**src/rtl/pipeline_hazard_controller_pkg.sv**
```systemverilog
// Shared definitions for the decode hazard controller: address widths, mul/div FSM states.
// No logic of its own; no latency or backpressure.
package pipeline_hazard_controller_pkg;

  localparam int DEFAULT_REG_ADDR_WIDTH = 5;
  localparam int DEFAULT_MULDIV_LATENCY = 32;

  typedef enum logic [1:0] {
    MD_IDLE = 2'd0,
    MD_BUSY = 2'd1,
    MD_DONE = 2'd2
  } md_state_t;

  // One extra bit over the architectural address selects the physical bank.
  function automatic int phys_addr_width(input int reg_addr_width);
    return reg_addr_width + 1;
  endfunction

endpackage

```
**src/rtl/pipeline_hazard_controller_reg_scoreboard.sv**
```systemverilog
// Pending-write bit per physical register, with two combinational read ports.
// Updates on the rising clock edge; a set and a clear to the same address resolve to set.
module reg_scoreboard
  import pipeline_hazard_controller_pkg::*;
#(
  parameter int ADDR_W = phys_addr_width(DEFAULT_REG_ADDR_WIDTH)
) (
  input  logic              clk,
  input  logic              rst,
  input  logic              set_en,
  input  logic [ADDR_W-1:0] set_addr,
  input  logic              clr_en,
  input  logic [ADDR_W-1:0] clr_addr,
  input  logic [ADDR_W-1:0] rd_a_addr,
  input  logic [ADDR_W-1:0] rd_b_addr,
  output logic              rd_a_pend,
  output logic              rd_b_pend
);

  logic [2**ADDR_W-1:0] pending;

  // The set is written after the clear so it takes precedence on a collision.
  always_ff @(posedge clk or posedge rst) begin
    if (rst) begin
      pending <= '0;
    end else begin
      if (clr_en) pending[clr_addr] <= 1'b0;
      if (set_en) pending[set_addr] <= 1'b1;
    end
  end

  assign rd_a_pend = pending[rd_a_addr];
  assign rd_b_pend = pending[rd_b_addr];

endmodule

```
**src/rtl/pipeline_hazard_controller.sv**
```systemverilog
// Decode issue/stall/bubble decision plus mul/div sequencing; controls are zero-latency combinational.
// A data-cache wait freezes everything and outranks flush, which outranks operand/structural stalls.
module pipeline_hazard_controller
  import pipeline_hazard_controller_pkg::*;
#(
  parameter  int REG_ADDR_WIDTH = DEFAULT_REG_ADDR_WIDTH,
  parameter  int MULDIV_LATENCY = DEFAULT_MULDIV_LATENCY,
  localparam int P              = phys_addr_width(REG_ADDR_WIDTH)
) (
  input  logic         clk,
  input  logic         rst,
  input  logic         dec_valid,
  input  logic         dec_rs_enable,
  input  logic         dec_rt_enable,
  input  logic [P-1:0] dec_prs_addr,
  input  logic [P-1:0] dec_prt_addr,
  input  logic         dec_wb_reg,
  input  logic [P-1:0] dec_write_addr,
  input  logic         dec_muldiv,
  input  logic         exec_wb_reg,
  input  logic         exec_alu_en,
  input  logic [P-1:0] exec_write_addr,
  input  logic         mem_wb_reg,
  input  logic [P-1:0] mem_write_addr,
  input  logic         wb_wb_reg,
  input  logic [P-1:0] wb_write_addr,
  input  logic         mem_ready,
  input  logic         flush,
  output logic         stall_if,
  output logic         stall_id,
  output logic         bubble_ex,
  output logic         stall_mem,
  output logic         dec_issue,
  output logic         muldiv_busy,
  output logic         muldiv_done
);

  localparam int CNT_W = (MULDIV_LATENCY > 2) ? $clog2(MULDIV_LATENCY) : 1;
  localparam logic [CNT_W-1:0] CNT_LOAD = CNT_W'(MULDIV_LATENCY - 2);

  md_state_t        md_state;
  logic [CNT_W-1:0] md_cnt;
  logic             md_start;

  logic rs_pend, rt_pend;
  logic rs_fwd, rt_fwd;
  logic rs_load_use, rt_load_use;
  logic data_haz, struct_haz;

  reg_scoreboard #(.ADDR_W(P)) u_scoreboard (
    .clk       (clk),
    .rst       (rst),
    .set_en    (dec_issue && dec_wb_reg),
    .set_addr  (dec_write_addr),
    .clr_en    (wb_wb_reg),
    .clr_addr  (wb_write_addr),
    .rd_a_addr (dec_prs_addr),
    .rd_b_addr (dec_prt_addr),
    .rd_a_pend (rs_pend),
    .rd_b_pend (rt_pend)
  );

  // A load in exec has no data yet, so it is never a bypass source.
  assign rs_fwd = (exec_wb_reg && exec_alu_en && dec_prs_addr == exec_write_addr) ||
                  (mem_wb_reg && dec_prs_addr == mem_write_addr) ||
                  (wb_wb_reg && dec_prs_addr == wb_write_addr);
  assign rt_fwd = (exec_wb_reg && exec_alu_en && dec_prt_addr == exec_write_addr) ||
                  (mem_wb_reg && dec_prt_addr == mem_write_addr) ||
                  (wb_wb_reg && dec_prt_addr == wb_write_addr);

  assign rs_load_use = exec_wb_reg && !exec_alu_en && dec_prs_addr == exec_write_addr;
  assign rt_load_use = exec_wb_reg && !exec_alu_en && dec_prt_addr == exec_write_addr;

  assign data_haz = (dec_rs_enable && (rs_load_use || (rs_pend && !rs_fwd))) ||
                    (dec_rt_enable && (rt_load_use || (rt_pend && !rt_fwd)));
  assign struct_haz = dec_muldiv && muldiv_busy;

  always_comb begin
    stall_if  = 1'b0;
    stall_id  = 1'b0;
    bubble_ex = 1'b0;
    stall_mem = 1'b0;
    dec_issue = 1'b0;
    if (!mem_ready) begin
      stall_if  = 1'b1;
      stall_id  = 1'b1;
      stall_mem = 1'b1;
    end else if (flush) begin
      bubble_ex = 1'b1;
    end else if (dec_valid && (data_haz || struct_haz)) begin
      stall_if  = 1'b1;
      stall_id  = 1'b1;
      bubble_ex = 1'b1;
    end else begin
      dec_issue = dec_valid;
    end
  end

  assign md_start = dec_issue && dec_muldiv;

  // Counter is loaded with LATENCY-2 so BUSY spans LATENCY-1 cycles before the DONE cycle.
  always_ff @(posedge clk or posedge rst) begin
    if (rst) begin
      md_state <= MD_IDLE;
      md_cnt   <= '0;
    end else begin
      case (md_state)
        MD_IDLE: begin
          if (md_start) begin
            md_cnt   <= CNT_LOAD;
            md_state <= MD_BUSY;
          end
        end
        MD_BUSY: begin
          if (md_cnt == '0) md_state <= MD_DONE;
          else              md_cnt   <= md_cnt - CNT_W'(1);
        end
        MD_DONE: begin
          if (md_start) begin
            md_cnt   <= CNT_LOAD;
            md_state <= MD_BUSY;
          end else begin
            md_state <= MD_IDLE;
          end
        end
        default: md_state <= MD_IDLE;
      endcase
    end
  end

  assign muldiv_busy = (md_state == MD_BUSY);
  assign muldiv_done = (md_state == MD_DONE);

endmodule

```
**config.mk**
```make
export PLATFORM = sky130hd
export DESIGN_NAME = pipeline_hazard_controller
export DESIGN_NICKNAME = d
export VERILOG_FILES = /design/src/rtl/pipeline_hazard_controller_pkg.sv /design/src/rtl/pipeline_hazard_controller_reg_scoreboard.sv /design/src/rtl/pipeline_hazard_controller.sv
export SDC_FILE = /design/constraint.sdc
export NUM_CORES = 1
export LEC_CHECK = 0
export BUFFER_PORTS_ARGS = -buffer_cell sky130_fd_sc_hd__buf_4
export CAP_MARGIN = 20
export CORE_ASPECT_RATIO = 0.9
export CORE_MARGIN = 10
export CORE_UTILIZATION = 54
export CTS_CLUSTER_SIZE = 10
export DETAILED_ROUTE_END_ITERATION = 8
export GPL_TIMING_DRIVEN = 0
export MAX_ROUTING_LAYER = met4
export PLACE_DENSITY = 0.77
export SYNTH_ARGS = -nofsm -noshare
export SYNTH_HDL_FRONTEND = slang
export SYNTH_SLANG_ARGS = --single-unit
```
**constraint.sdc**
```tcl
create_clock -name clk -period 3.2 [get_ports clk]
set_input_delay 0.64 -clock clk [delete_from_list [all_inputs] [get_ports clk]]
set_output_delay 0.64 -clock clk [all_outputs]
set_load 0.01 [all_outputs]
```
==> results of run 1 <==
final cells by class:
type / instances / area share (%)
sequential: 71 / 28.3
multi-input combinational: 447 / 51.8
timing repair buffer: 63 / 8.21
clock inverter: 6 / 1.08
inverter: 12 / 0.757
antenna: 1 / 0.0398
tap: 126 / 2.51
clock buffer: 10 / 2.03
buffer: 48 / 5.30
sequential cells by signal, indices dropped and copies added, names as in the netlist:
name	flops
u_scoreboard.pending	64
md_state	2
md_cnt	5
metrics by stage:
stage | total power, mW | hold slack, ps
finish | 2.52 | 453
floorplan | 1.45 | 424
global route | 2.61 | 484
global placement | 1.65 | 439
CTS | 2.49 | 460
detailed placement | 1.68 | 448
repair_timing:
| item | 4_1_cts | 5_1_grt |
|---|---|---|
| pin swaps | 8 | 6 |
| gates resized for setup | 34 | 24 |
| setup buffers | 13 | 7 |
| endpoints found under the setup margin | 4 | 4 |
cell families after synthesis:
kind of cell	count (synthesis)	synth area share [%]
DFF	71	33.8
adders and majority gates	2	0.476
xor gates and xnor gates	40	6.66
buffers and inverters	62	5.90
and+or+nand+nor	188	17.7
AOI/OAI and AO/OA	161	20.8
muxes	56	14.6
worst max path at each step:
stage,end,slack (ps)
4_1_cts,stall_if,-300
2_1_floorplan,stall_if,-80
5_1_grt,stall_if,-310
3_5_place_dp,stall_if,-700
6_report,stall_if,-300
3_3_place_gp,stall_if,-670
power by group through the flow:
stage                     registers [mW]  clock network (mW)  logic, mW
after global routing                1.01               0.793      0.806
after CTS                           1.01               0.751      0.729
after detailed placement            1.02                   0      0.656
after global placement              1.02                   0      0.633
final                               1.01               0.758      0.753
after floorplan                     1.01                   0      0.444
critical path, cell delays in order:
cell,delay (ps)
buf_12,100
buf_12,110
mux4_2,480
mux2_4,300
nand3_2,80
a41oi_2,130
o21a_1,210
buf_6,130
buf_8,120
o31a_1,310
buf_4,150
buf_6,110
synth_stat cells, types with 3 or more instances:
| library cell | instances |
|---|---|
| buf_2 | 20 |
| xnor2_1 | 14 |
| nor2b_1 | 13 |
| dfrtp_1 | 71 |
| nand3_1 | 14 |
| buf_6 | 6 |
| a311oi_1 | 3 |
| nand2_1 | 81 |
| mux4_2 | 16 |
| nor2_1 | 22 |
| nand3b_1 | 7 |
| or3_1 | 3 |
| inv_1 | 12 |
| mux2i_1 | 38 |
| nor4_1 | 5 |
| o41ai_1 | 4 |
| o31ai_1 | 67 |
| o21ai_0 | 63 |
| and3_1 | 4 |
| a22oi_1 | 8 |
| nand2b_1 | 8 |
| clkbuf_1 | 18 |
| xor2_1 | 26 |
| buf_1 | 4 |
| and2_1 | 4 |
| nor3_1 | 6 |
| nand4_1 | 9 |
routing by layer:
| layer | routed length (um) | share of wire (%) | global-route usage (%) | up-vias |
|---|---|---|---|---|
| met4 | 964 | 5.1 | 10.8 | 0 |
| met5 | 0 | 0 | - | - |
| met3 | 2260 | 12 | 7.41 | 86 |
| met1 | 7450 | 39 | 33.8 | 2491 |
| met2 | 8190 | 43 | 40.0 | 386 |
| li1 | - | - | - | 2272 |
==> impl_metrics.py, run 1 <==
metrics = {
    "setup_path": {
        "startpoint": "dec_prs_addr[0]",
        "cp.arrival_ps": 2860,
        "path_class": "in2out",
        "cp_max_fo": 6,
        "r2r_end": "u_scoreboard.pending[27]",
        "ff2ff_setup_slack_ps": 390,
        "cp-end-kind": "output pin",
        "worstRegToRegCells": 10,
        "crit_path_start_kind": "input pin",
        "cp.required_ps": 2560,
        "r2r-start": "u_scoreboard.pending[47]",
    },
    "final_layout": {
        "final_area_um2": 6280,
        "final_cell_mix": "nand2_1 (81), dfrtp_1 (71), o31ai_1 (67)",
        "fin_nets": 703,
        "postLayoutCoreUtil_pct": 65.6,
        "syn_to_final_growth_pct": 19.4,
        "sequential_cell_area_um2": 1780,
        "drive_gt1_share_pct": 23.0,
        "multi_input_area_um2": 3250,
        "stdcell_count": 784,
        "fillerInstances": 783,
        "layout_commonest_cell": "nand2_1",
    },
    "synth": {
        "synth_cells": 580,
        "async_flop_share_pct": 100,
        "yosysTopAreaCellShare_pct": 33.8,
        "yosysSeqAreaShare_pct": 33.8,
        "synth_enable_flop_cells": 0,
        "synth_cell_types": 50,
        "yosysWarnings": 0,
        "avgSynthCellArea_um2": 9.07,
        "netlist_area_um2": 5260,
        "synth-seq-cells": 71,
        "synthFlopType": "dfrtp_1",
        "synth_area_leader_cell": "dfrtp_1",
        "synth_nets": 631,
        "synth_area_leaders": "dfrtp_1 (34%), o31ai_1 (9.6%), mux2i_1 (7.2%), mux4_2 (6.9%), o21ai_0 (6.0%)",
    },
    "floorplan": {
        "die_area_um2": 14100,
        "core_area_um2": 9570,
        "ios": 56,
        "start_util_pct": 54.9,
        "fp.dieW_um": 124,
        "rows": 34,
        "die_h_um": 114,
    },
    "routing": {
        "drt-total-wl_um": 18900,
        "first_pass_iters": 6,
        "route.detailed.drc": 0,
        "vias": 5235,
        "wire_per_inst_um": 24.1,
        "via_per_inst": 6.68,
        "detail-route-antenna-nets": 0,
        "drt_iter0_drc": 734,
    },
    "pwr": {
        "powerDensity_nw_per_um2": 401,
        "p_int_mw": 1.64,
        "switching_share_pct": 35.0,
        "peakVddDrop_v": 0.000259,
        "pwr-share-comb_pct": 29.9,
        "power_switching_mw": 0.883,
        "p_clk_share_pct": 30.1,
        "pwr-share-seq_pct": 40.0,
        "p_leak_nw": 2.57,
    },
    "place": {
        "place.gp.congestion": 1.04,
        "dp_cells": 750,
        "io_buffers": 44,
        "placedInstanceArea_um2": 5750,
        "preCtsSetupSlack_ps": -696,
        "place_hpwl_um": 13000,
    },
    "clock_tree": {
        "clk_latency_ps": 370,
        "path_clk_slew_ps": 90,
        "h-tree-depth": 3,
        "clk_path_buf_depth": 2,
        "numCtsBuffers": 9,
        "clkSinkCount": 71,
        "hold_buffers": 0,
        "root_buffer": "clkbuf_8",
        "cts_tree": "done",
    },
    "grt": {
        "grt_pass1_vias": 5122,
        "grtUsageTotal_pct": 26.8,
        "antenna_found_initial": 0,
        "grt_pass1_wl_um": 28400,
        "grt_overflow_total": 0,
        "grt_max_degree": 72,
    },
    "outcome": {
        "status": "finished, violations left",
        "violations": "negative setup slack",
    },
    "job": {
        "drv_cap": 0,
    },
    "sta": {
        "max_freq_mhz": 285,
        "worstMarginPinSlew_ps": 975,
        "period_minus_slack_ps": 3500,
        "setup_ws_ps": -304,
        "max_slew_margin_pct": 34.8,
        "hold_violations": 0,
        "post-route-period-util_pct": 109,
        "fin_skew_ps": 15.4,
        "setup-violations-final": 4,
        "finalMaxSlewViolations": 0,
        "tns_ps": -870,
        "rsz0062_at_grt": "true",
    },
    "min_path": {
        "min-delay-path-class": "reg2reg",
        "hold_start": "md_state[1]",
        "min_path_cells": 1,
        "min_to": "md_state[1]",
    },
}
Note: power is estimated with default switching activity, not from simulation.
==> run 2: changes to the inputs <==
--- a/config.mk
+++ b/config.mk
@@ -5,16 +5,17 @@
 export SDC_FILE = /design/constraint.sdc
 export NUM_CORES = 1
 export LEC_CHECK = 0
+export ABC_AREA = 1
 export BUFFER_PORTS_ARGS = -buffer_cell sky130_fd_sc_hd__buf_4
 export CAP_MARGIN = 20
 export CORE_ASPECT_RATIO = 0.9
 export CORE_MARGIN = 10
-export CORE_UTILIZATION = 54
+export CORE_UTILIZATION = 58
 export CTS_CLUSTER_SIZE = 10
 export DETAILED_ROUTE_END_ITERATION = 8
 export GPL_TIMING_DRIVEN = 0
 export MAX_ROUTING_LAYER = met4
-export PLACE_DENSITY = 0.77
+export PLACE_DENSITY = 0.79
 export SYNTH_ARGS = -nofsm -noshare
 export SYNTH_HDL_FRONTEND = slang
 export SYNTH_SLANG_ARGS = --single-unit
==> constraint.sdc (replaced) <==
create_clock -name clk -period 4.2 [get_ports clk]
set_input_delay 0.84 -clock clk [delete_from_list [all_inputs] [get_ports clk]]
set_output_delay 0.84 -clock clk [all_outputs]
set_load 0.01 [all_outputs]
==> run 2 against run 1 <==
- the run now ends clean
- utilization is 0.68 points higher
- global-route usage is 4.6 points higher
- critical path depth is 2 higher
- via count is 31% higher
- highest routed layer unchanged
==> impl_metrics.py, run 2 <==
metrics = {
    "outcome": {
        "status": "completed",
    },
    "clock_tree": {
        "cts_tree": "done",
        "cts_resized": 0,
        "numCtsBuffers": 9,
        "clkSinkCount": 71,
        "h-tree-depth": 3,
        "hold_buffers": 0,
        "post_cts_buffers": 0,
        "path_clk_slew_ps": 70,
        "clk_latency_ps": 360,
        "clk_path_buf_depth": 2,
        "root_buffer": "clkbuf_8",
    },
    "floorplan": {
        "rows": 34,
        "ios": 56,
        "die_h_um": 113,
        "die_area_um2": 14000,
        "start_util_pct": 58.7,
        "core_area_um2": 9570,
        "fp.dieW_um": 124,
    },
    "final_layout": {
        "reg_top3": "u_scoreboard.pending: 64 flops, md_cnt: 5 flops, md_state: 2 flops",
        "postLayoutCoreUtil_pct": 66.3,
        "multi_input_area_um2": 3230,
        "sequential_cell_area_um2": 1780,
        "largest_reg_flops": 64,
        "final_cell_mix": "nand2_1 (273), nand3_1 (144), nor2_1 (85)",
        "stdcell_count": 1061,
        "largest_register": "u_scoreboard.pending",
        "fin_nets": 981,
        "syn_to_final_growth_pct": 13.0,
        "final_area_um2": 6350,
        "diodes": 0,
        "layout_commonest_cell": "nand2_1",
        "fillerInstances": 833,
        "drive_gt1_share_pct": 12.5,
    },
    "routing": {
        "vias": 6833,
        "route.detailed.drc": 0,
        "wl_met1_um": 8440,
        "dr_wl_met2_um": 9310,
        "top_layer_used": "met4",
        "wire_per_inst_um": 20.7,
        "via_per_inst": 6.44,
        "detail-route-antenna-nets": 0,
        "drt-total-wl_um": 21900,
        "wl_met3_um": 3170,
        "drt_iter0_drc": 1026,
        "first_pass_iters": 6,
    },
    "place": {
        "place.gp.congestion": 1.01,
        "placedInstanceArea_um2": 6120,
        "io_buffers": 45,
        "place_hpwl_um": 15700,
        "preCtsSetupSlack_ps": 346,
        "dp_cells": 1045,
    },
    "sta": {
        "period_minus_slack_ps": 3950,
        "hold_violations": 0,
        "max_slew_margin_pct": 42.2,
        "rsz0062_at_grt": "false",
        "max_freq_mhz": 253,
        "worstMarginPinSlew_ps": 867,
        "hold_slack_ps": 541,
        "tns_ps": 0,
        "finalMaxSlewViolations": 0,
        "fin_skew_ps": 13.3,
        "setup_ws_ps": 255,
        "post-route-period-util_pct": 93.9,
        "setup-violations-final": 0,
    },
    "min_path": {
        "min-delay-path-class": "reg2reg",
        "hold_start": "md_cnt[4]",
        "min_to": "md_cnt[4]",
        "min_path_cells": 2,
    },
    "synth": {
        "synth_cells": 874,
        "synth_common_cells": "nand2_1 (273), nand3_1 (144), nor2_1 (85)",
        "synth_top_family_by_area": "simple AND/OR/NAND/NOR gates",
        "synth-seq-cells": 71,
        "synth_mux_area_share_pct": 0,
        "synth_area_leaders": "dfrtp_1 (32%), nand2_1 (18%), nand3_1 (13%), nand4_1 (7.7%), o21ai_0 (6.1%)",
        "synthSimpleGateAreaFrac_pct": 46.9,
        "yosysMostFrequentCell": "nand2_1",
        "yosysSeqAreaShare_pct": 31.6,
        "async_flop_share_pct": 100,
        "synthFlopType": "dfrtp_1",
        "synth_nets": 925,
        "synth_enable_flop_cells": 0,
        "yosysTopAreaCellShare_pct": 31.6,
        "netlist_area_um2": 5620,
        "synth_cell_types": 37,
        "synth-xor-area-share_pct": 1.71,
        "synth-compound-area-share_pct": 8.46,
        "synth_area_leader_cell": "dfrtp_1",
        "avgSynthCellArea_um2": 6.43,
        "yosysWarnings": 0,
        "synthAdderAreaFrac_pct": 0.445,
    },
    "setup_path": {
        "r2r-start": "u_scoreboard.pending[27]",
        "cp.arrival_ps": 3110,
        "crit_path_start_kind": "input pin",
        "worstRegToRegCells": 17,
        "cp_max_fo": 10,
        "path_class": "in2out",
        "ff2ff_setup_slack_ps": 1920,
        "cp.required_ps": 3360,
        "r2r_end": "u_scoreboard.pending[20]",
        "cp-end-kind": "output pin",
    },
    "pwr": {
        "power.total_mw": 2.05,
        "peakVddDrop_v": 0.000346,
        "pwr-share-comb_pct": 30.6,
        "powerDensity_nw_per_um2": 323,
        "switching_share_pct": 35.9,
        "p_leak_nw": 3.16,
        "p_int_mw": 1.31,
        "pwr-share-seq_pct": 38.7,
        "p_clk_share_pct": 30.8,
        "power_switching_mw": 0.736,
    },
    "grt": {
        "grt_overflow_total": 0,
        "grt_max_degree": 72,
        "grt_pass1_vias": 6276,
        "grt_pass1_wl_um": 33400,
        "antenna_found_initial": 0,
        "grtUsageTotal_pct": 31.5,
    },
    "job": {
        "drv_cap": 0,
    },
}
==> run 2: changes by cell type after synthesis, moves of 16 or more <==
cell     delta
nor2_1     +63
nand3_1   +130
nand2_1   +192
o31ai_1    -66
mux2i_1    -38
xor2_1     -17
inv_1      +37
mux4_2     -16
nand4_1    +60
==> run 2: logic make-up after synthesis <==
family	count (synthesis)
AND/OR/NAND/NOR	592
buffers and inverters	109
flip-flops	71
XOR/XNOR	11
AO/OA/AOI/OAI	89
adder cells (fa/ha/maj)	2
==> run 2: power by group through the flow <==
| stage | registers, mW | logic (mW) | clock network [mW] |
|---|---|---|---|
| final | 0.793 | 0.626 | 0.631 |
| after global routing | 0.798 | 0.684 | 0.667 |
| after CTS | 0.788 | 0.610 | 0.628 |
| after detailed placement | 0.800 | 0.606 | 0 |
| after global placement | 0.798 | 0.588 | 0 |
| after floorplan | 0.780 | 0.433 | 0 |
==> run 2: area by class of cell <==
class,count,share of cell area [%]
Buffer,53,6.05
Clock buffer,10,2.17
Clock inverter,6,1.46
Inverter,56,3.55
Multi-Input combinational cell,694,51.0
Sequential cell,71,28.0
Tap cell,126,2.48
Timing Repair Buffer,45,5.32
==> run 2: worst max-delay path, stage by stage <==
cell	delay [ps]
buf_4	110
inv_2	170
buf_2	310
nor2_1	100
nor4_2	160
nand3_1	170
nand3b_1	200
nand2_1	160
nand2_1	90
nand2_2	110
o21ai_0	100
o21ai_0	280
buf_4	160
buf_4	110
==> run 2: per-layer routing <==
layer	vias to the layer above	track usage, %
li1	3062	-
met1	3102	40.5
met2	553	44.5
met3	116	9.31
met4	0	14.4
met5	-	-
==> run 2: worst max-delay path by stage <==
| stage | start | endpoint | cells after the start |
|---|---|---|---|
| 5_1_grt | dec_prs_addr[1] | stall_if | 16 |
| 6_report | dec_prs_addr[1] | stall_if | 14 |
| 4_1_cts | dec_prs_addr[1] | stall_if | 14 |
| 3_5_place_dp | dec_prs_addr[1] | stall_if | 14 |
| 3_3_place_gp | dec_prt_addr[1] | stall_if | 18 |
| 2_1_floorplan | dec_prt_addr[0] | stall_if | 17 |
